--- config.mk ---
export PLATFORM = sky130hd
export DESIGN_NAME = uart_rx_fifo
export DESIGN_NICKNAME = d
export VERILOG_FILES = /design/src/rtl/uart_pkg.sv /design/src/rtl/fifo.sv /design/src/rtl/uart_rx_fifo.sv
export SDC_FILE = /design/constraint.sdc
export NUM_CORES = 1
export LEC_CHECK = 0
export ABC_AREA = 1
export BUFFER_PORTS_ARGS = -buffer_cell sky130_fd_sc_hd__buf_2
export CORE_MARGIN = 2
export CORE_UTILIZATION = 56
export DETAILED_ROUTE_END_ITERATION = 6
export GPL_ROUTABILITY_DRIVEN = 0
export PLACE_DENSITY_LB_ADDON = 0.05
export SYNTH_ARGS = -nofsm -noshare
export SYNTH_HDL_FRONTEND = slang
export SYNTH_SLANG_ARGS = --single-unit
--- constraint.sdc ---
create_clock -name clk -period 2.65 [get_ports clk]
set_clock_uncertainty 0.05 [all_clocks]
set_input_delay 0.265 -clock clk [delete_from_list [all_inputs] [get_ports clk]]
set_output_delay 0.265 -clock clk [all_outputs]
set_load 0.02 [all_outputs]
--- src/rtl/uart_pkg.sv ---
// Shared UART definitions: frame layout, receiver states and baud divisor helper.
package uart_pkg;

  localparam int DATA_BITS = 8;
  localparam int STOP_BITS = 1;

  typedef enum logic [1:0] {
    IDLE,
    START,
    DATA,
    STOP
  } rx_state_t;

  // Integer clock cycles per bit; the fractional part is truncated.
  function automatic int clks_per_bit(input int clock_freq, input int bit_rate);
    return clock_freq / bit_rate;
  endfunction

endpackage

--- src/rtl/fifo.sv ---
// Show-ahead circular FIFO. Pointers carry one extra wrap bit so full and empty
// can be told apart without a separate occupancy register.
module fifo #(
  parameter int DEPTH = 16,
  parameter int WIDTH = 8
) (
  input  logic                     clk,
  input  logic                     reset,
  input  logic                     push,
  input  logic                     pop,
  input  logic [WIDTH-1:0]         wdata,
  output logic [WIDTH-1:0]         rdata,
  output logic                     empty,
  output logic                     full,
  output logic [$clog2(DEPTH):0]   count
);

  localparam int AW = $clog2(DEPTH);

  logic [WIDTH-1:0] mem [DEPTH];
  logic [AW:0]      wptr;
  logic [AW:0]      rptr;
  logic             do_push;
  logic             do_pop;

  assign empty = (wptr == rptr);
  assign full  = (wptr[AW-1:0] == rptr[AW-1:0]) && (wptr[AW] != rptr[AW]);
  assign count = wptr - rptr;

  // A pop frees a slot in the same cycle, so a push into a full FIFO is
  // still accepted when it coincides with a pop.
  assign do_pop  = pop & ~empty;
  assign do_push = push & (~full | do_pop);

  assign rdata = empty ? '0 : mem[rptr[AW-1:0]];

  // Pointer advance.
  always_ff @(posedge clk or posedge reset) begin
    if (reset) begin
      wptr <= '0;
      rptr <= '0;
    end else begin
      if (do_push) wptr <= wptr + (AW+1)'(1);
      if (do_pop)  rptr <= rptr + (AW+1)'(1);
    end
  end

  // Storage write; contents need no reset since empty masks the read port.
  always_ff @(posedge clk) begin
    if (do_push) mem[wptr[AW-1:0]] <= wdata;
  end

endmodule

--- src/rtl/uart_rx_fifo.sv ---
// UART 8N1 receiver feeding a show-ahead receive FIFO, with sticky framing
// error and overrun flags.
//
//   state | meaning
//   IDLE  | waiting for a falling edge on the synchronized line (once armed)
//   START | counting to mid start bit; line must still be low
//   DATA  | sampling 8 data bits at bit centres, LSB first
//   STOP  | sampling the stop bit; push on high, framing error on low
module uart_rx_fifo
  import uart_pkg::*;
#(
  parameter int CLOCK_FREQ  = 25000000,
  parameter int BIT_RATE    = 115200,
  parameter int BUFFER_SIZE = 16
) (
  input  logic                           clk,
  input  logic                           reset,
  input  logic                           rx,
  input  logic                           read_en,
  input  logic                           error_clear,
  output logic [7:0]                     read_data,
  output logic                           empty,
  output logic                           full,
  output logic [$clog2(BUFFER_SIZE):0]   count,
  output logic                           frame_error,
  output logic                           overrun
);

  localparam int CPB   = clks_per_bit(CLOCK_FREQ, BIT_RATE);
  localparam int CNT_W = $clog2(CPB);
  localparam int BIT_W = $clog2(DATA_BITS);

  // Terminal count is reached load+1 cycles after loading, so loads are one less.
  localparam logic [CNT_W-1:0] HALF_LOAD = CNT_W'(CPB / 2 - 1);
  localparam logic [CNT_W-1:0] BIT_LOAD  = CNT_W'(CPB - 1);

  logic                 rx_meta;
  logic                 rx_sync;
  logic                 rx_prev;
  logic                 armed_q;
  logic                 fall;

  rx_state_t            state_q, state_d;
  logic [CNT_W-1:0]     cnt_q, cnt_d;
  logic [BIT_W-1:0]     bit_q, bit_d;
  logic [DATA_BITS-1:0] shift_q, shift_d;
  logic                 tc;
  logic                 push;
  logic                 ferr_set;
  logic                 ovr_set;

  // Synchronizer and edge history; reset to low so a line held low through
  // reset is never mistaken for a start bit.
  always_ff @(posedge clk or posedge reset) begin
    if (reset) begin
      rx_meta <= 1'b0;
      rx_sync <= 1'b0;
      rx_prev <= 1'b0;
      armed_q <= 1'b0;
    end else begin
      rx_meta <= rx;
      rx_sync <= rx_meta;
      rx_prev <= rx_sync;
      armed_q <= armed_q | rx_sync;
    end
  end

  assign fall = armed_q & rx_prev & ~rx_sync;
  assign tc   = (cnt_q == '0);

  // Receiver state, baud down-counter, bit index and shift register.
  always_ff @(posedge clk or posedge reset) begin
    if (reset) begin
      state_q <= IDLE;
      cnt_q   <= '0;
      bit_q   <= '0;
      shift_q <= '0;
    end else begin
      state_q <= state_d;
      cnt_q   <= cnt_d;
      bit_q   <= bit_d;
      shift_q <= shift_d;
    end
  end

  // Next-state logic; the counter free-runs down to zero and holds there.
  always_comb begin
    state_d  = state_q;
    cnt_d    = tc ? cnt_q : cnt_q - CNT_W'(1);
    bit_d    = bit_q;
    shift_d  = shift_q;
    push     = 1'b0;
    ferr_set = 1'b0;
    case (state_q)
      IDLE: begin
        if (fall) begin
          state_d = START;
          cnt_d   = HALF_LOAD;
          bit_d   = '0;
        end
      end
      START: begin
        if (tc) begin
          if (rx_sync) begin
            state_d = IDLE;
          end else begin
            state_d = DATA;
            cnt_d   = BIT_LOAD;
          end
        end
      end
      DATA: begin
        if (tc) begin
          shift_d = {rx_sync, shift_q[DATA_BITS-1:1]};
          cnt_d   = BIT_LOAD;
          if (bit_q == BIT_W'(DATA_BITS - 1)) begin
            state_d = STOP;
            bit_d   = '0;
          end else begin
            bit_d = bit_q + BIT_W'(1);
          end
        end
      end
      STOP: begin
        if (tc) begin
          if (!rx_sync) begin
            ferr_set = 1'b1;
            state_d  = IDLE;
          end else if (bit_q == BIT_W'(STOP_BITS - 1)) begin
            push    = 1'b1;
            state_d = IDLE;
          end else begin
            bit_d = bit_q + BIT_W'(1);
            cnt_d = BIT_LOAD;
          end
        end
      end
      default: state_d = IDLE;
    endcase
  end

  // A full FIFO only rejects the byte when nothing is popped in the same cycle.
  assign ovr_set = push & full & ~read_en;

  // Sticky error flags; a new event outranks a simultaneous clear.
  always_ff @(posedge clk or posedge reset) begin
    if (reset) begin
      frame_error <= 1'b0;
      overrun     <= 1'b0;
    end else begin
      frame_error <= ferr_set | (frame_error & ~error_clear);
      overrun     <= ovr_set  | (overrun & ~error_clear);
    end
  end

  fifo #(
    .DEPTH(BUFFER_SIZE),
    .WIDTH(DATA_BITS)
  ) u_fifo (
    .clk  (clk),
    .reset(reset),
    .push (push),
    .pop  (read_en),
    .wdata(shift_q),
    .rdata(read_data),
    .empty(empty),
    .full (full),
    .count(count)
  );

endmodule
==> results.yml, run 1 <==
global_routing:
  grt_start_max_net_pins: 66
  grt-ovfl-total: 0
  first_global_vias: 5009
  track_usage_pct: 25.3
  antenna_found_initial: 0
  grt_first_pass_wirelength_microns: 26700
clocking:
  cts_tree: "built"
  clock_sinks: 165
  cts_max_level: 4
  cts_buffer_depth: 2
  clk_pin_slew_worst_paths_ns: 0.06
  post_cts.repair.setup_buffers: 0
  clockRootBuffer: "clkbuf_16"
  insertion_delay_ns: 0.43
  cts-buffers-inserted: 17
detailed_routing:
  via_count: 5126
  wire_per_inst_microns: 18.6
  wl_microns: 17000
  vias_per_cell: 5.62
  postRouteAntennaNets: 0
  drc: 0
  drtPass1Iterations: 5
  drtIter0Drc: 418
floorplanning:
  dieArea_sq_mm: 0.0140
  die_w_microns: 118
  die_h_microns: 118
  row_count: 41
  core-area_sq_mm: 0.0127
  io_pins: 22
  start_util_pct: 57.6
run_status:
  run_status: "finished, final reports clean"
final_layout:
  design_area_sq_mm: 0.00835
  syn_to_final_growth_pct: 13.9
  final_layout_size_suffix_gt1_share_pct: 13.8
  fillers: 1047
  diodes: 0
  finalNetCount: 748
synth:
  syn_inst: 681
  synth_seq_cells: 165
  synth_nets: 702
  syn_area_sq_mm: 0.00733
  syn_avg_cell_area_sq_um: 10.8
  synth_seq_area_share_pct: 65.1
  yosysUniqueCellTypes: 30
  yosysWarnings: 0
timing:
  relSlewSlack_pct: 38.7
  worst_slew_pin_slew_ns: 0.919
  setup_viol: 0
  max_freq_ghz: 0.395
  finalCriticalPeriod_ns: 2.53
  post-route-period-util_pct: 95.5
  hold_ws_ns: 0.0908
  drv_slew: 0
  rsz0062_at_grt: "true"
  finalHoldViolCount: 0
flow_run:
  drv_cap: 0
worst_setup_path:
  r2r_start: "u_fifo.rptr[2]"
  slowest_stage: "fa_1"
  ff2ff_setup_slack_ns: 0.30
  end_kind: "primary output"
  reg2regPathDepth: 10
  cp.depth: 6
  crit_required_ns: 2.34
  arrival_ns: 2.22
  path_class: "reg2out"
  critPathCapture: "count[4]"
  crit_chain: "inv_1, ha_1, fa_1, o21ai_1, xor2_1, buf_2"
  cpPeakStageDelay_ns: 0.47
  critical_path.startpoint_type: "register"
  critPathTopFamily: "adder cells"
  r2r-end: "u_fifo.mem[8][4]"
  setup.worst_path.start: "u_fifo.wptr[0]"
  path_buf_inv: 2
  crit_fanout: 4
hold_path:
  hold_path_class: "in2reg"
  hold_start: "read_en"
placement:
  hpwlAfterDp_microns: 10900
  postPlaceCellArea_sq_mm: 0.00774
  portBuffers: 21
pwr:
  power_leakage_uw: 0.00318
  ir_drop_v: 0.000707
  power_density_mw_per_mm2: 984
worst register-to-register path: cells and delay by family, from the launching register on:
family,cells,cell delay (ns)
fa+ha+maj,1,0.38
simple gates,7,1.04
flops,1,0.36
buf+inv,2,0.28
Yosys cell counts:
master    instances  area share (%)
nand2_1          92             4.7
xor2_1           11             1.3
dfrtp_1          37              13
a211oi_1          1            0.10
inv_1            42             2.2
nand3_1          22             1.5
nor2b_1           1           0.085
edfxtp_1        128              52
xnor2_1           4            0.48
fa_1              1            0.27
ha_1             15             2.6
nand2_2           3            0.26
nand4_1           7            0.60
nor2_2            4            0.34
nor2_1          142             7.3
buf_4             4            0.41
clkbuf_1          8            0.41
o21ai_0          87             5.9
o32ai_1           1            0.12
nor2_4            2            0.31
mux2_2            7             1.1
inv_2             3            0.15
a21oi_1          15             1.0
o211ai_1         21             2.2
o21ai_1           3            0.20
nor3_2            2            0.27
o22ai_1           1           0.085
buf_2            13            0.89
or2_2             1           0.085
clkinv_1          3            0.15
how the worst min path moves through the flow:
stage | endpoint | slack [ns] | depth (start not counted)
after floorplan | rx_meta | 0.25 | 0
after global placement | rx_sync | 0.29 | 0
after detailed placement | rx_sync | 0.31 | 0
after CTS | overrun | 0.07 | 2
after global routing | overrun | 0.08 | 2
final | overrun | 0.09 | 2
routing by layer:
metal / share of wire, % / up-vias / track usage [%]
li1: - / 2429 / -
met1: 45 / 2518 / 35.9
met2: 48 / 162 / 40.7
met3: 5.8 / 17 / 4.05
met4: 1.3 / 0 / 7.74
met5: 0 / - / 0
cells in the final DEF (no fill, tap or decap), types with 2 or more instances in the layout:
cell type | Yosys | layout
mux2_2 | 7 | 7
nor2_2 | 4 | 4
xor2_1 | 11 | 11
nand2_2 | 3 | 4
inv_2 | 3 | 3
ha_1 | 15 | 15
bufinv_16 | 0 | 2
nand4_1 | 7 | 7
nand3_1 | 22 | 22
buf_2 | 13 | 21
inv_1 | 42 | 42
dlygate4sd3_1 | 0 | 3
clkinvlp_4 | 0 | 5
clkinv_2 | 0 | 2
o21ai_0 | 87 | 86
a21oi_1 | 15 | 15
nor2_1 | 142 | 142
nor3_2 | 2 | 2
buf_4 | 4 | 26
clkinv_4 | 0 | 2
clkbuf_16 | 0 | 17
o21ai_1 | 3 | 4
nand2_1 | 92 | 91
nor2_4 | 2 | 2
o211ai_1 | 21 | 21
dfrtp_1 | 37 | 36
clkinv_1 | 3 | 5
xnor2_1 | 4 | 4
edfxtp_1 | 128 | 128
cells by family after synthesis:
group | after synthesis | synth area share, %
flops | 165 | 65.1
mux | 7 | 1.08
simple gates | 276 | 15.4
compound gates | 129 | 9.63
buf+inv | 73 | 4.17
fa+ha+maj | 16 | 2.83
xor+xnor | 15 | 1.79
flip-flops by register name, summed over array words and instances, names as in the netlist, named ones only:
name         cells
u_fifo.mem     128
cnt_q            8
shift_q          8
u_fifo.rptr      5
u_fifo.wptr      5
bit_q            3
armed_q          1
frame_error      1
overrun          1
rx_meta          1
rx_prev          1
rx_sync          1
state_q          1
stage by stage:
step	util [%]	std cells	TNS (ns)	total power [uW]	setup slack [ns]
3_3_place_gp	60.8	876	0	5810	0.419
6_report	65.6	912	0	8220	0.119
3_5_place_dp	60.8	876	0	5860	0.343
2_1_floorplan	-	681	0	5070	0.285
4_1_cts	65.5	911	0	8220	0.0612
5_1_grt	65.6	912	-0.0122	8700	-0.0122
where the power goes:
group	internal (uW)	switching, uW	total (uW)
clock network	1370	965	2340
registers	2880	131	3010
logic	937	1930	2860
total	5190	3020	8220
area by class of cell:
type | count | area [sq um] | area share (%)
Clock inverter | 14 | 135 | 1.62
Tap cell | 172 | 215 | 2.58
Inverter | 48 | 184 | 2.20
Multi-Input combinational cell | 443 | 2260 | 27.0
Sequential cell | 165 | 4770 | 57.1
Timing Repair inverter | 1 | 7.51 | 0.0899
Clock buffer | 18 | 429 | 5.14
Timing Repair Buffer | 51 | 350 | 4.20
what timing repair did:
item,in CTS,in global routing
gates resized for setup,0,4
hold buffers,3,0
hold endpoints to repair,23,0
endpoints found under the setup margin,0,9
No activity file was read; power rests on OpenSTA's default activity.
==> run 2: changes to the inputs <==
--- a/config.mk
+++ b/config.mk
@@ -7,8 +7,10 @@
 export LEC_CHECK = 0
 export ABC_AREA = 1
 export BUFFER_PORTS_ARGS = -buffer_cell sky130_fd_sc_hd__buf_2
+export CORE_ASPECT_RATIO = 1.5
 export CORE_MARGIN = 2
 export CORE_UTILIZATION = 56
+export CTS_BUF_LIST = sky130_fd_sc_hd__clkbuf_16
 export DETAILED_ROUTE_END_ITERATION = 6
 export GPL_ROUTABILITY_DRIVEN = 0
 export PLACE_DENSITY_LB_ADDON = 0.05
==> run 2 against run 1 <==
Effect of this change:
- setup slack worse by 0.0084 ns
- cell count down 1.4%
- highest routed layer unchanged
- worst hold slack worse by 0.018 ns
- clock power down 2%
- global-route usage down 0.96 points
- critical path depth up 2
- core utilization down 1.1 points
- flip-flop and latch count unchanged
- total power down 0.35%
==> results.yml, run 2 (synthesis gave the netlist of run 1 again) <==
run_status:
  run_status: "finished, final reports clean"
detailed_routing:
  wl_microns: 16300
  drtIter0Drc: 393
  wire_per_inst_microns: 18.2
  drtPass1Iterations: 5
  vias_per_cell: 5.65
  drc: 0
  via_count: 5082
  postRouteAntennaNets: 0
worst_setup_path:
  arrival_ns: 2.22
  crit_required_ns: 2.34
  crit_fanout: 9
  end_kind: "primary output"
  critPathTopFamily: "buffers and inverters"
  cpPeakStageDelay_ns: 0.36
  path_buf_inv: 3
  path_class: "reg2out"
  r2r_start: "u_fifo.rptr[2]"
  crit_chain: "clkinv_1, ha_1, nand2_1, nor2_1, nand2_1, clkinv_1, a21oi_1, buf_2"
  slowest_stage: "ha_1"
  critical_path.startpoint_type: "register"
  setup.worst_path.start: "u_fifo.rptr[2]"
final_layout:
  finalNetCount: 748
  layout_commonest_cell: "nor2_1"
  fin_util_pct: 64.6
  register_area_sq_mm: 0.00477
  diodes: 0
  syn_to_final_growth_pct: 13.5
  multi_input_area_sq_mm: 0.00226
  final_layout_size_suffix_gt1_share_pct: 13.8
  largest_register_ffs: 128
  most-common-layout-cells: "141 x nor2_1, 128 x edfxtp_1, 92 x nand2_1"
  fillers: 1023
global_routing:
  first_global_vias: 5068
  grt_use_met3_pct: 4.30
  track_usage_pct: 24.4
  grt_start_max_net_pins: 66
  grt_first_pass_wirelength_microns: 25900
  grtUsageMet2_pct: 41.5
  met1_usage_pct: 29.6
  grt-ovfl-total: 0
  grt-busiest-layer: "met2"
  antenna_found_initial: 0
clocking:
  insertion_delay_ns: 0.41
  cts_max_level: 4
  clockRootBuffer: "clkbuf_16"
  post_cts.repair.setup_buffers: 0
  cts-buffers-inserted: 17
  cts_tree: "built"
  cts_buffer_depth: 2
  clk_pin_slew_worst_paths_ns: 0.05
  clock_sinks: 165
hold_path:
  hold_path_class: "in2reg"
  hold_start: "read_en"
timing:
  post-route-period-util_pct: 95.8
  max_freq_ghz: 0.394
  finalCriticalPeriod_ns: 2.54
  rsz0062_at_grt: "false"
  setup_viol: 0
  hold_ws_ns: 0.0727
  finalHoldViolCount: 0
  setup-tns-final_ns: 0
  worst_slew_pin_slew_ns: 0.848
  drv_slew: 0
  relSlewSlack_pct: 43.4
placement:
  hpwlAfterDp_microns: 11100
  portBuffers: 21
pwr:
  power_density_mw_per_mm2: 984
  ir_drop_v: 0.000686
  power_leakage_uw: 0.00321
floorplanning:
  start_util_pct: 56.9
  io_pins: 22
  row_count: 51
  die_w_microns: 97.4
  core-area_sq_mm: 0.0129
  dieArea_sq_mm: 0.0140
  die_h_microns: 144
flow_run:
  drv_cap: 0
-- run 2: changes by cell type in the layout (fill, tap and decap cells not counted), sizes merged --
cell / previous run / this run
inv: 46 / 49
clkinv: 9 / 10
buf: 48 / 49
clkinvlp: 6 / 2
clkbuf: 18 / 17
-- run 2: per-stage QoR --
stage | instance area [sq um] | setup slack, ns | instances | total power (uW)
floorplan | 7330 | 0.285 | 681 | 5070
global placement | 7730 | 0.513 | 864 | 5870
detailed placement | 7730 | 0.478 | 864 | 5930
CTS | 8320 | 0.125 | 899 | 8220
global route | 8320 | 0.00518 | 899 | 8700
finish | 8320 | 0.111 | 899 | 8190
-- run 2: layout make-up --
class | count | area share (%)
sequential | 165 | 57.4
multi-input combinational | 443 | 27.1
clock buffer | 17 | 5.11
timing repair buffer | 52 | 4.30
tap | 159 | 2.39
inverter | 48 | 2.17
clock inverter | 15 | 1.55
-- run 2: timing repair --
item / CTS / global route
endpoints found under the setup margin: 0 / 3
hold buffers: 3 / 0
endpoints found under the hold margin: 3 / 0
resized for setup: 0 / 2
-- run 2: per-layer routing --
layer / wire (microns) / share of wire, %
met1: 6640 / 41
met2: 8260 / 51
met3: 683 / 4.2
met5: 0 / 0
met4: 767 / 4.7
-- run 2: final timing paths --
| check | slack, ns | endpoint | cells past startpoint |
|---|---|---|---|
| max | 0.11 | read_data[5] | 8 |
| min | 0.07 | overrun | 2 |
| max reg2reg | 0.44 | u_fifo.mem[1][7] | 10 |
| min reg2reg | 0.30 | rx_sync | 0 |
| max in group asynchronous | 1.35 | cnt_q[4] | 4 |
| min in group asynchronous | 0.52 | rx_meta | 3 |
-- run 2: report_power, final --
part / switching (uW) / internal [uW] / total (uW)
Clock: 928 / 1360 / 2290
Combinational: 1960 / 942 / 2900
Sequential: 116 / 2890 / 3000
